===== src/rtl/cortical_pattern_encoder.sv =====
// Theta-phase pattern encoder: per oscillator, tracks sign agreement with theta and peak |osc| over one theta cycle.
// On each accepted upward theta crossing the window is scored into pattern_out; overlong windows abort with timeout.
module cortical_pattern_encoder #(
  parameter int WIDTH      = 18,
  parameter int FRAC       = 14,
  parameter int N_UNITS    = 6,
  parameter int MIN_WIN    = 32,
  parameter int MAX_WIN    = 511,
  parameter int AMP_THRESH = 2048
) (
  input  logic                     clk,
  input  logic                     rst,
  input  logic                     clk_en,
  input  logic                     enable,
  input  logic signed [WIDTH-1:0]  theta_x,
  input  logic [N_UNITS*WIDTH-1:0] osc_x,
  output logic [N_UNITS-1:0]       pattern_out,
  output logic                     pattern_valid,
  output logic                     timeout,
  output logic [1:0]               debug_state
);

  typedef enum logic [1:0] {
    S_OFF   = 2'd0,
    S_SYNC  = 2'd1,
    S_ACCUM = 2'd2
  } state_t;

  localparam int CW = $clog2(MAX_WIN + 1);
  // AMP_THRESH shares the Q(FRAC) scale of osc_x; an impossible format disables the amplitude gate.
  localparam int THR_I = (FRAC < WIDTH && AMP_THRESH > 0) ? AMP_THRESH : 0;
  localparam logic [CW-1:0]    C_MIN  = CW'(MIN_WIN);
  localparam logic [CW-1:0]    C_LAST = CW'(MAX_WIN - 1);
  localparam logic [WIDTH-2:0] C_THR  = (WIDTH-1)'(THR_I);

  state_t                 r_state, w_state_nxt;
  logic                   r_prev_neg;
  logic [CW-1:0]          r_count, w_count_nxt;
  logic signed [9:0]      r_score [N_UNITS];
  logic signed [9:0]      w_score_nxt [N_UNITS];
  logic [WIDTH-2:0]       r_peak [N_UNITS];
  logic [WIDTH-2:0]       w_peak_nxt [N_UNITS];
  logic [N_UNITS-1:0]     r_pattern, w_pattern_nxt;
  logic                   r_valid, w_valid_nxt;
  logic                   r_timeout, w_timeout_nxt;

  logic                   w_cross;
  logic signed [9:0]      w_half;
  logic [N_UNITS-1:0]     w_bits;
  logic signed [9:0]      w_step [N_UNITS];
  logic signed [9:0]      w_score_acc [N_UNITS];
  logic [WIDTH-2:0]       w_mag [N_UNITS];
  logic [WIDTH-2:0]       w_peak_acc [N_UNITS];
  logic                   w_unused_theta;

  // Only the most-negative code stays negative after two's-complement negation; clamp it.
  function automatic logic [WIDTH-2:0] f_mag(input logic [WIDTH-1:0] v);
    logic [WIDTH-1:0] neg;
    neg = ~v + 1'b1;
    if (!v[WIDTH-1])        f_mag = v[WIDTH-2:0];
    else if (neg[WIDTH-1])  f_mag = {(WIDTH-1){1'b1}};
    else                    f_mag = neg[WIDTH-2:0];
  endfunction

  assign w_cross        = r_prev_neg & ~theta_x[WIDTH-1];
  assign w_half         = $signed(10'(r_count >> 1));
  assign w_unused_theta = ^theta_x[WIDTH-2:0];

  for (genvar gi = 0; gi < N_UNITS; gi++) begin : g_unit
    logic [WIDTH-1:0] w_osc;
    assign w_osc           = osc_x[gi*WIDTH +: WIDTH];
    assign w_step[gi]      = (w_osc[WIDTH-1] == theta_x[WIDTH-1]) ? 10'sd1 : -10'sd1;
    assign w_score_acc[gi] = r_score[gi] + w_step[gi];
    assign w_mag[gi]       = f_mag(w_osc);
    assign w_peak_acc[gi]  = (w_mag[gi] > r_peak[gi]) ? w_mag[gi] : r_peak[gi];
    // Score >= count/2 means at least 75% of the window agreed in sign with theta.
    assign w_bits[gi]      = (r_peak[gi] >= C_THR) && (r_score[gi] >= w_half);
  end

  always_comb begin
    w_state_nxt   = r_state;
    w_count_nxt   = r_count;
    w_score_nxt   = r_score;
    w_peak_nxt    = r_peak;
    w_pattern_nxt = r_pattern;
    w_valid_nxt   = 1'b0;
    w_timeout_nxt = 1'b0;
    if (clk_en) begin
      if (!enable) begin
        w_state_nxt   = S_OFF;
        w_pattern_nxt = '0;
      end else begin
        case (r_state)
          S_OFF: w_state_nxt = S_SYNC;
          S_SYNC: begin
            if (w_cross) begin
              w_state_nxt = S_ACCUM;
              w_count_nxt = CW'(1);
              w_score_nxt = w_step;
              w_peak_nxt  = w_mag;
            end
          end
          S_ACCUM: begin
            // Timeout is tested first so it wins over a coincident crossing.
            if (r_count >= C_LAST) begin
              w_state_nxt   = S_SYNC;
              w_pattern_nxt = '0;
              w_timeout_nxt = 1'b1;
            end else if (w_cross && (r_count >= C_MIN)) begin
              w_pattern_nxt = w_bits;
              w_valid_nxt   = 1'b1;
              w_count_nxt   = CW'(1);
              w_score_nxt   = w_step;
              w_peak_nxt    = w_mag;
            end else begin
              w_count_nxt = r_count + 1'b1;
              w_score_nxt = w_score_acc;
              w_peak_nxt  = w_peak_acc;
            end
          end
          default: w_state_nxt = S_OFF;
        endcase
      end
    end
  end

  always_ff @(posedge clk or posedge rst) begin
    if (rst) begin
      r_state    <= S_OFF;
      r_prev_neg <= 1'b0;
      r_count    <= '0;
      for (int i = 0; i < N_UNITS; i++) begin
        r_score[i] <= '0;
        r_peak[i]  <= '0;
      end
      r_pattern  <= '0;
      r_valid    <= 1'b0;
      r_timeout  <= 1'b0;
    end else begin
      r_state <= w_state_nxt;
      if (clk_en) r_prev_neg <= theta_x[WIDTH-1];
      r_count   <= w_count_nxt;
      r_score   <= w_score_nxt;
      r_peak    <= w_peak_nxt;
      r_pattern <= w_pattern_nxt;
      r_valid   <= w_valid_nxt;
      r_timeout <= w_timeout_nxt;
    end
  end

  assign pattern_out   = r_pattern;
  assign pattern_valid = r_valid;
  assign timeout       = r_timeout;
  assign debug_state   = r_state;

endmodule


===== config.mk =====
export PLATFORM = sky130hd
export DESIGN_NAME = cortical_pattern_encoder
export DESIGN_NICKNAME = d
export VERILOG_FILES = /design/src/rtl/cortical_pattern_encoder.sv
export SDC_FILE = /design/constraint.sdc
export NUM_CORES = 1
export LEC_CHECK = 0
export CORE_MARGIN = 1
export CORE_UTILIZATION = 40
export CTS_BUF_LIST = sky130_fd_sc_hd__clkbuf_16
export CTS_CLUSTER_DIAMETER = 120
export DETAILED_ROUTE_END_ITERATION = 6
export SETUP_SLACK_MARGIN = 0.3
export SYNTH_ARGS = -nofsm -noshare
export SYNTH_HDL_FRONTEND = slang
export SYNTH_SLANG_ARGS = --single-unit

===== constraint.sdc =====
create_clock -name clk -period 6.15 [get_ports clk]
set_clock_uncertainty 0.1 [all_clocks]
set_input_delay 1.23 -clock clk [delete_from_list [all_inputs] [get_ports clk]]
set_output_delay 1.23 -clock clk [all_outputs]
set_load 0.005 [all_outputs]

==> flow_summary.yaml, run 1 <==
pwr:
  powerDensity_nw_per_um2: 358
  p_leak_nw: 8.27
  peakVddDrop_mv: 0.177
placed_design:
  io_buffers: 122
  routabilityCongestion: 0.812
  dp_slack_ns: 0.292
  dp_hpwl_mm: 28.2
routing:
  drt_iter0_drc: 628
  ant_nets: 0
  dr.pass1.iters: 5
  wl_per_cell_um: 15.1
  vias: 13500
  drcViolationCount: 0
  wl_mm: 37.5
  drt-vias-per-instance: 5.47
timing:
  tightest_slew_ns: 1.18
  holdWs_ns: 0.390
  finalCritPeriodShare: 0.877
  min_period_ns: 5.39
  maxSlewHeadroom: 0.209
  setup_slack_ns: 0.757
  fin_tns_setup_ns: 0
  setup_viol: 0
  fmax_mhz: 185
  rsz0062_at_grt: "false"
  drv_slew: 0
  hold_viol_final: 0
grt:
  grt_pass1_wl_mm: 63.7
  grt_max_degree: 156
  first_global_vias: 13100
  grt.total_usage: 0.189
  overflow: 0
  antenna_found_initial: 0
finish:
  drive_above_1_share: 0.0858
  syn_to_final_growth_pct: 15.5
  num_antenna_cells: 0
  finalNetCount: 2289
  filler_cell_count: 3804
critical_path:
  crit_path_start_kind: "primary input"
  r2r_cells: 8
  crit_path_max_fanout: 11
  cp-end-kind: "flop"
  cp.required_ns: 6.37
  critical_path_class: "in2reg"
  arrival_ns: 5.61
run:
  cap_violations: 0
min_path:
  hold_depth: 1
  hp-class: "reg2reg"
floorplan:
  die_x_um: 201
  rows: 72
  initial_core_util: 0.409
  coreArea_um2: 38900
  die_area_um2: 40600
  io_pins: 140
  die_h_um: 201
cts:
  cts_buffers: 17
  cts.sinks: 182
  ctsLongestPathBuffers: 2
  ctsResizeCount: 0
  worstSkewPairLatency_ns: 0.44
  post_cts_buffers: 0
  cts_hold_buf: 0
  clk_pin_slew_ns: 0.07
  cts_tree: "built"
  htree_num_levels: 4
  cts_root_buf: "clkbuf_16"
yosys:
  synth_most_common_cell: "ha_1"
  async_reset_ff_frac: 1.00
  synthTopCellsByArea: "dfrtp_1, ha_1, mux2_2"
  netlist_instances: 1828
  synthTopCellsByCount: "ha_1, nand2_1, dfrtp_1"
  syn_area_um2: 15900
  syn_avg_cell_area_um2: 8.71
  synth-seq-cells: 182
  yosysTopAreaCellShare: 0.286
  ys_warn_count: 0
  synth_flop_cell: "dfrtp_1"
  synth_nets: 2170
  yosysUniqueCellTypes: 67
  synth-seq-area-share: 0.286
  synth_edf_count: 0
  synth_top_cell_by_area: "dfrtp_1"
status:
  status: "complete, no violations"
[metrics by stage]
stage,area (um^2),power (W),cells,util
after floorplan,15900,0.00470,1828,-
after global placement,17800,0.00543,2446,0.459
after detailed placement,17800,0.00557,2446,0.459
after CTS,18400,0.00665,2477,0.472
after global routing,18400,0.00727,2477,0.472
final,18400,0.00658,2477,0.472
[state kept, by name, summed over array words and instances, names as in the netlist]
signal,cells
r_prev_neg,1
debug_state,2
r_score,60
r_count,9
pattern_out,6
timeout,1
pattern_valid,1
r_peak,102
[kinds of logic (layout without fill, tap and decap cells)]
| logic type | count (synthesis) | count (layout) | share of synthesized area |
|---|---|---|---|
| and+or+nand+nor | 514 | 514 | 0.160 |
| AOI/OAI and AO/OA | 509 | 509 | 0.202 |
| adders and majority gates | 212 | 212 | 0.169 |
| buffers and inverters | 206 | 337 | 0.0511 |
| DFF | 182 | 182 | 0.286 |
| muxes | 123 | 123 | 0.0857 |
| xor gates and xnor gates | 82 | 82 | 0.0451 |
[cell type report]
type | count | area, um^2 | share of cell area
clock inverter | 14 | 113 | 0.00613
sequential | 182 | 4550 | 0.248
timing repair buffer | 160 | 1520 | 0.0826
inverter | 146 | 552 | 0.0300
multi-input combinational | 1440 | 10600 | 0.575
clock buffer | 17 | 425 | 0.0231
tap | 518 | 648 | 0.0353
[critical path, cell delays in order]
cell             delay, ns
clkdlybuf4s50_1       0.44
inv_1                 0.10
ha_1                  0.18
or3b_4                0.40
or3_1                 0.45
or4_4                 0.46
o21a_1                0.18
o22a_1                0.22
ha_1                  0.28
nand3_1               0.09
or4_1                 0.56
o41ai_1               0.43
a31oi_2               0.07
buf_4                 0.21
mux2_4                0.30
[report_power, final]
part           leakage [nW]  switching, W  internal [W]
logic                  5.77       0.00175       0.00167
registers              2.23      0.000384       0.00173
clock network         0.265      0.000487      0.000551
[layout by cell type, fill, tap and decap left out, types with 38 or more instances in the layout]
cell,n
nand2_1,203
xor2_1,54
ha_1,206
a21o_1,38
clkdlybuf4s50_1,122
a21oi_1,158
nor2_1,63
o21ai_0,136
mux2_2,75
inv_1,145
nand3_1,41
dfrtp_1,182
[routing by layer]
layer	global-route usage	share of wire	vias to the layer above
li1	-	-	6921
met1	0.253	0.48	6390
met2	0.319	0.47	208
met3	0.0254	0.032	29
met4	0.0487	0.015	0
met5	0	0	-
[path summary, 6_finish.rpt]
| check | startpoint | end | slack, ns |
|---|---|---|---|
| worst max register to register | r_count[1]$_DFFE_PP0P_ | r_peak[64]$_DFFE_PP0P_ | 2.60 |
| worst min-delay path | r_peak[75]$_DFFE_PP0P_ | r_peak[75]$_DFFE_PP0P_ | 0.39 |
| min in group asynchronous | rst | r_peak[23]$_DFFE_PP0P_ | 1.13 |
| worst min register to register | r_peak[75]$_DFFE_PP0P_ | r_peak[75]$_DFFE_PP0P_ | 0.39 |
| worst max-delay path | osc_x[55] | r_peak[46]$_DFFE_PP0P_ | 0.76 |
| max in group asynchronous | rst | r_peak[95]$_DFFE_PP0P_ | 3.56 |
No activity file was read; power rests on OpenSTA's default activity.
==> run 2: changes to the inputs <==
CAP_MARGIN = 20   (was unset)
PLACE_DENSITY = 0.7   (was unset)
clock period = 4.5 ns   (was 6.15 ns; I/O delays follow)
==> flow_summary.yaml, run 2 (same netlist as run 1, synthesis figures left out) <==
status:
  status: "complete, no violations"
finish:
  drive_above_1_share: 0.268
  regMostFlops: "r_peak"
  mostFrequentLayoutCell: "buf_4"
  syn_to_final_growth_pct: 37.4
  num_antenna_cells: 0
  finalNetCount: 2547
  largest_register_ffs: 102
  instances_no_fill: 2736
  postLayoutCellArea_um2: 21900
  largestRegisters: "r_peak: 102 flops, r_score: 60 flops, r_count: 9 flops"
  final_cell_mix: "buf_4, nand2_1, ha_1"
routing:
  vias: 15000
  wl_mm: 43.1
  drcViolationCount: 0
  drt-vias-per-instance: 5.48
  wl_per_cell_um: 15.8
  dr.pass1.iters: 5
  ant_nets: 0
  drt_iter0_drc: 717
cts:
  cts_root_buf: "clkbuf_16"
  cts_buffers: 17
  cts.sinks: 182
  cts_hold_buf: 0
  cts_tree: "built"
  clk_pin_slew_ns: 0.07
  htree_num_levels: 4
  ctsLongestPathBuffers: 2
  worstSkewPairLatency_ns: 0.44
critical_path:
  cp.buffers_inverters: 5
  cp-end-kind: "flop"
  critPathLaunch: "osc_x[22]"
  path_cells: "buf_6 -> or4_4 -> or4_4 -> buf_4 -> o21ai_2 -> xor2_1 -> nand2_1 -> ha_4 -> nand4_1 -> buf_4 -> or3_4 -> a31oi_4 -> or3_4 -> a31oi_4 -> buf_6 -> buf_12 -> mux2_4"
  crit_cells: 17
  r2r_cells: 9
  cp_slowest_cell: "or4_4"
  cp.required_ns: 4.71
  critical_path_class: "in2reg"
  crit_path_start_kind: "primary input"
  endpoint: "r_peak[73]$_DFFE_PP0P_"
  cpPeakStageDelay_ns: 0.55
  regToRegSetupSlack_ns: 1.34
  arrival_ns: 4.54
  r2r_end: "r_peak[73]$_DFFE_PP0P_"
  crit_path_max_fanout: 6
  r2r_start: "r_count[1]$_DFFE_PP0P_"
  critPathTopFamily: "simple AND/OR/NAND/NOR gates"
pwr:
  swShare: 0.392
  clockPowerShare: 0.154
  p_leak_nw: 10.2
  peakVddDrop_mv: 0.306
  switchingPower_w: 0.00396
  p_int_w: 0.00615
  combPwrFrac: 0.556
  powerDensity_nw_per_um2: 463
  power_frac_seq: 0.290
placed_design:
  io_buffers: 122
  routabilityCongestion: 0.867
  placed_cell_area_um2: 19800
  placed_cells_incl_taps: 2635
  dp_hpwl_mm: 30.2
timing:
  hold_viol_final: 0
  drv_slew: 0
  rsz0062_at_grt: "true"
  finalCritPeriodShare: 0.962
  maxSlewHeadroom: 0.485
  min_period_ns: 4.33
  fmax_mhz: 231
  holdWs_ns: 0.398
  tightest_slew_ns: 0.770
  setup_viol: 0
floorplan:
  rows: 72
  coreArea_um2: 38900
  die_x_um: 201
  die_h_um: 201
  initial_core_util: 0.409
  io_pins: 140
  die_area_um2: 40600
grt:
  first_global_vias: 15200
  grt.total_usage: 0.207
  antenna_found_initial: 0
  grt_pass1_wl_mm: 70.5
  grt_max_degree: 85
  overflow: 0
run:
  cap_violations: 0
min_path:
  hp-class: "reg2reg"
run 2: worst min-delay path by stage:
stage	startpoint	end	slack, ns	cells after the start
2_1_floorplan	r_peak[1]$_DFFE_PP0P_	r_peak[1]$_DFFE_PP0P_	0.36	1
3_3_place_gp	r_peak[1]$_DFFE_PP0P_	r_peak[1]$_DFFE_PP0P_	0.37	1
3_5_place_dp	r_peak[52]$_DFFE_PP0P_	r_peak[52]$_DFFE_PP0P_	0.39	1
4_1_cts	pattern_out[4]$_DFFE_PP0P_	pattern_out[4]$_DFFE_PP0P_	0.40	1
5_1_grt	r_peak[67]$_DFFE_PP0P_	r_peak[67]$_DFFE_PP0P_	0.42	1
6_report	pattern_out[3]$_DFFE_PP0P_	pattern_out[3]$_DFFE_PP0P_	0.40	1
run 2: worst reg2reg max path, cell delays in order (launching register included):
cell	delay, ns
dfrtp_1	0.60
ha_1	0.23
o211ai_1	0.12
or3_1	0.46
a41oi_4	0.50
nor2_1	0.23
a31oi_4	0.25
buf_6	0.14
buf_12	0.12
mux2_4	0.30
run 2: what timing repair did:
item                                   in CTS  in global routing
setup endpoints to repair                  85                101
pin swaps                                  65                 59
gates resized for setup                   199                 76
endpoints found under the hold margin       0                  0
buffers inserted                           45                 19
gates cloned                                5                  0
run 2: power groups by stage:
stage               logic (W)  clock network, W  registers (W)
floorplan             0.00391                 0        0.00278
global placement      0.00494                 0        0.00290
detailed placement    0.00520                 0        0.00293
CTS                   0.00548           0.00159        0.00292
global route          0.00632           0.00166        0.00303
finish                0.00563           0.00156        0.00293
run 2: layout make-up:
class                      instances  area (um^2)
multi-input combinational       1441        11800
clock buffer                      17          425
inverter                         146          574
sequential                       182         4550
clock inverter                    15          174
tap                              518          648
fill                            3341        17100
timing repair buffer             417         3720
run 2: through the flow:
stage	utilization	total power (W)	TNS, ns	setup slack (ns)
floorplan	-	0.00669	-3.95	-0.175
global placement	0.508	0.00784	-39.34	-0.675
detailed placement	0.508	0.00814	-42.19	-0.729
CTS	0.549	0.00999	0	0.153
global route	0.562	0.0110	0	0.0894
finish	0.562	0.0101	0	0.172
run 2: routing by layer:
| metal | vias up | global-route usage | routed length (um) |
|---|---|---|---|
| met4 | 0 | 0.0657 | 962 |
| met3 | 59 | 0.0274 | 1430 |
| met5 | - | 0 | 0 |
| met2 | 292 | 0.369 | 21500 |
| li1 | 7441 | - | - |
| met1 | 7211 | 0.258 | 19200 |
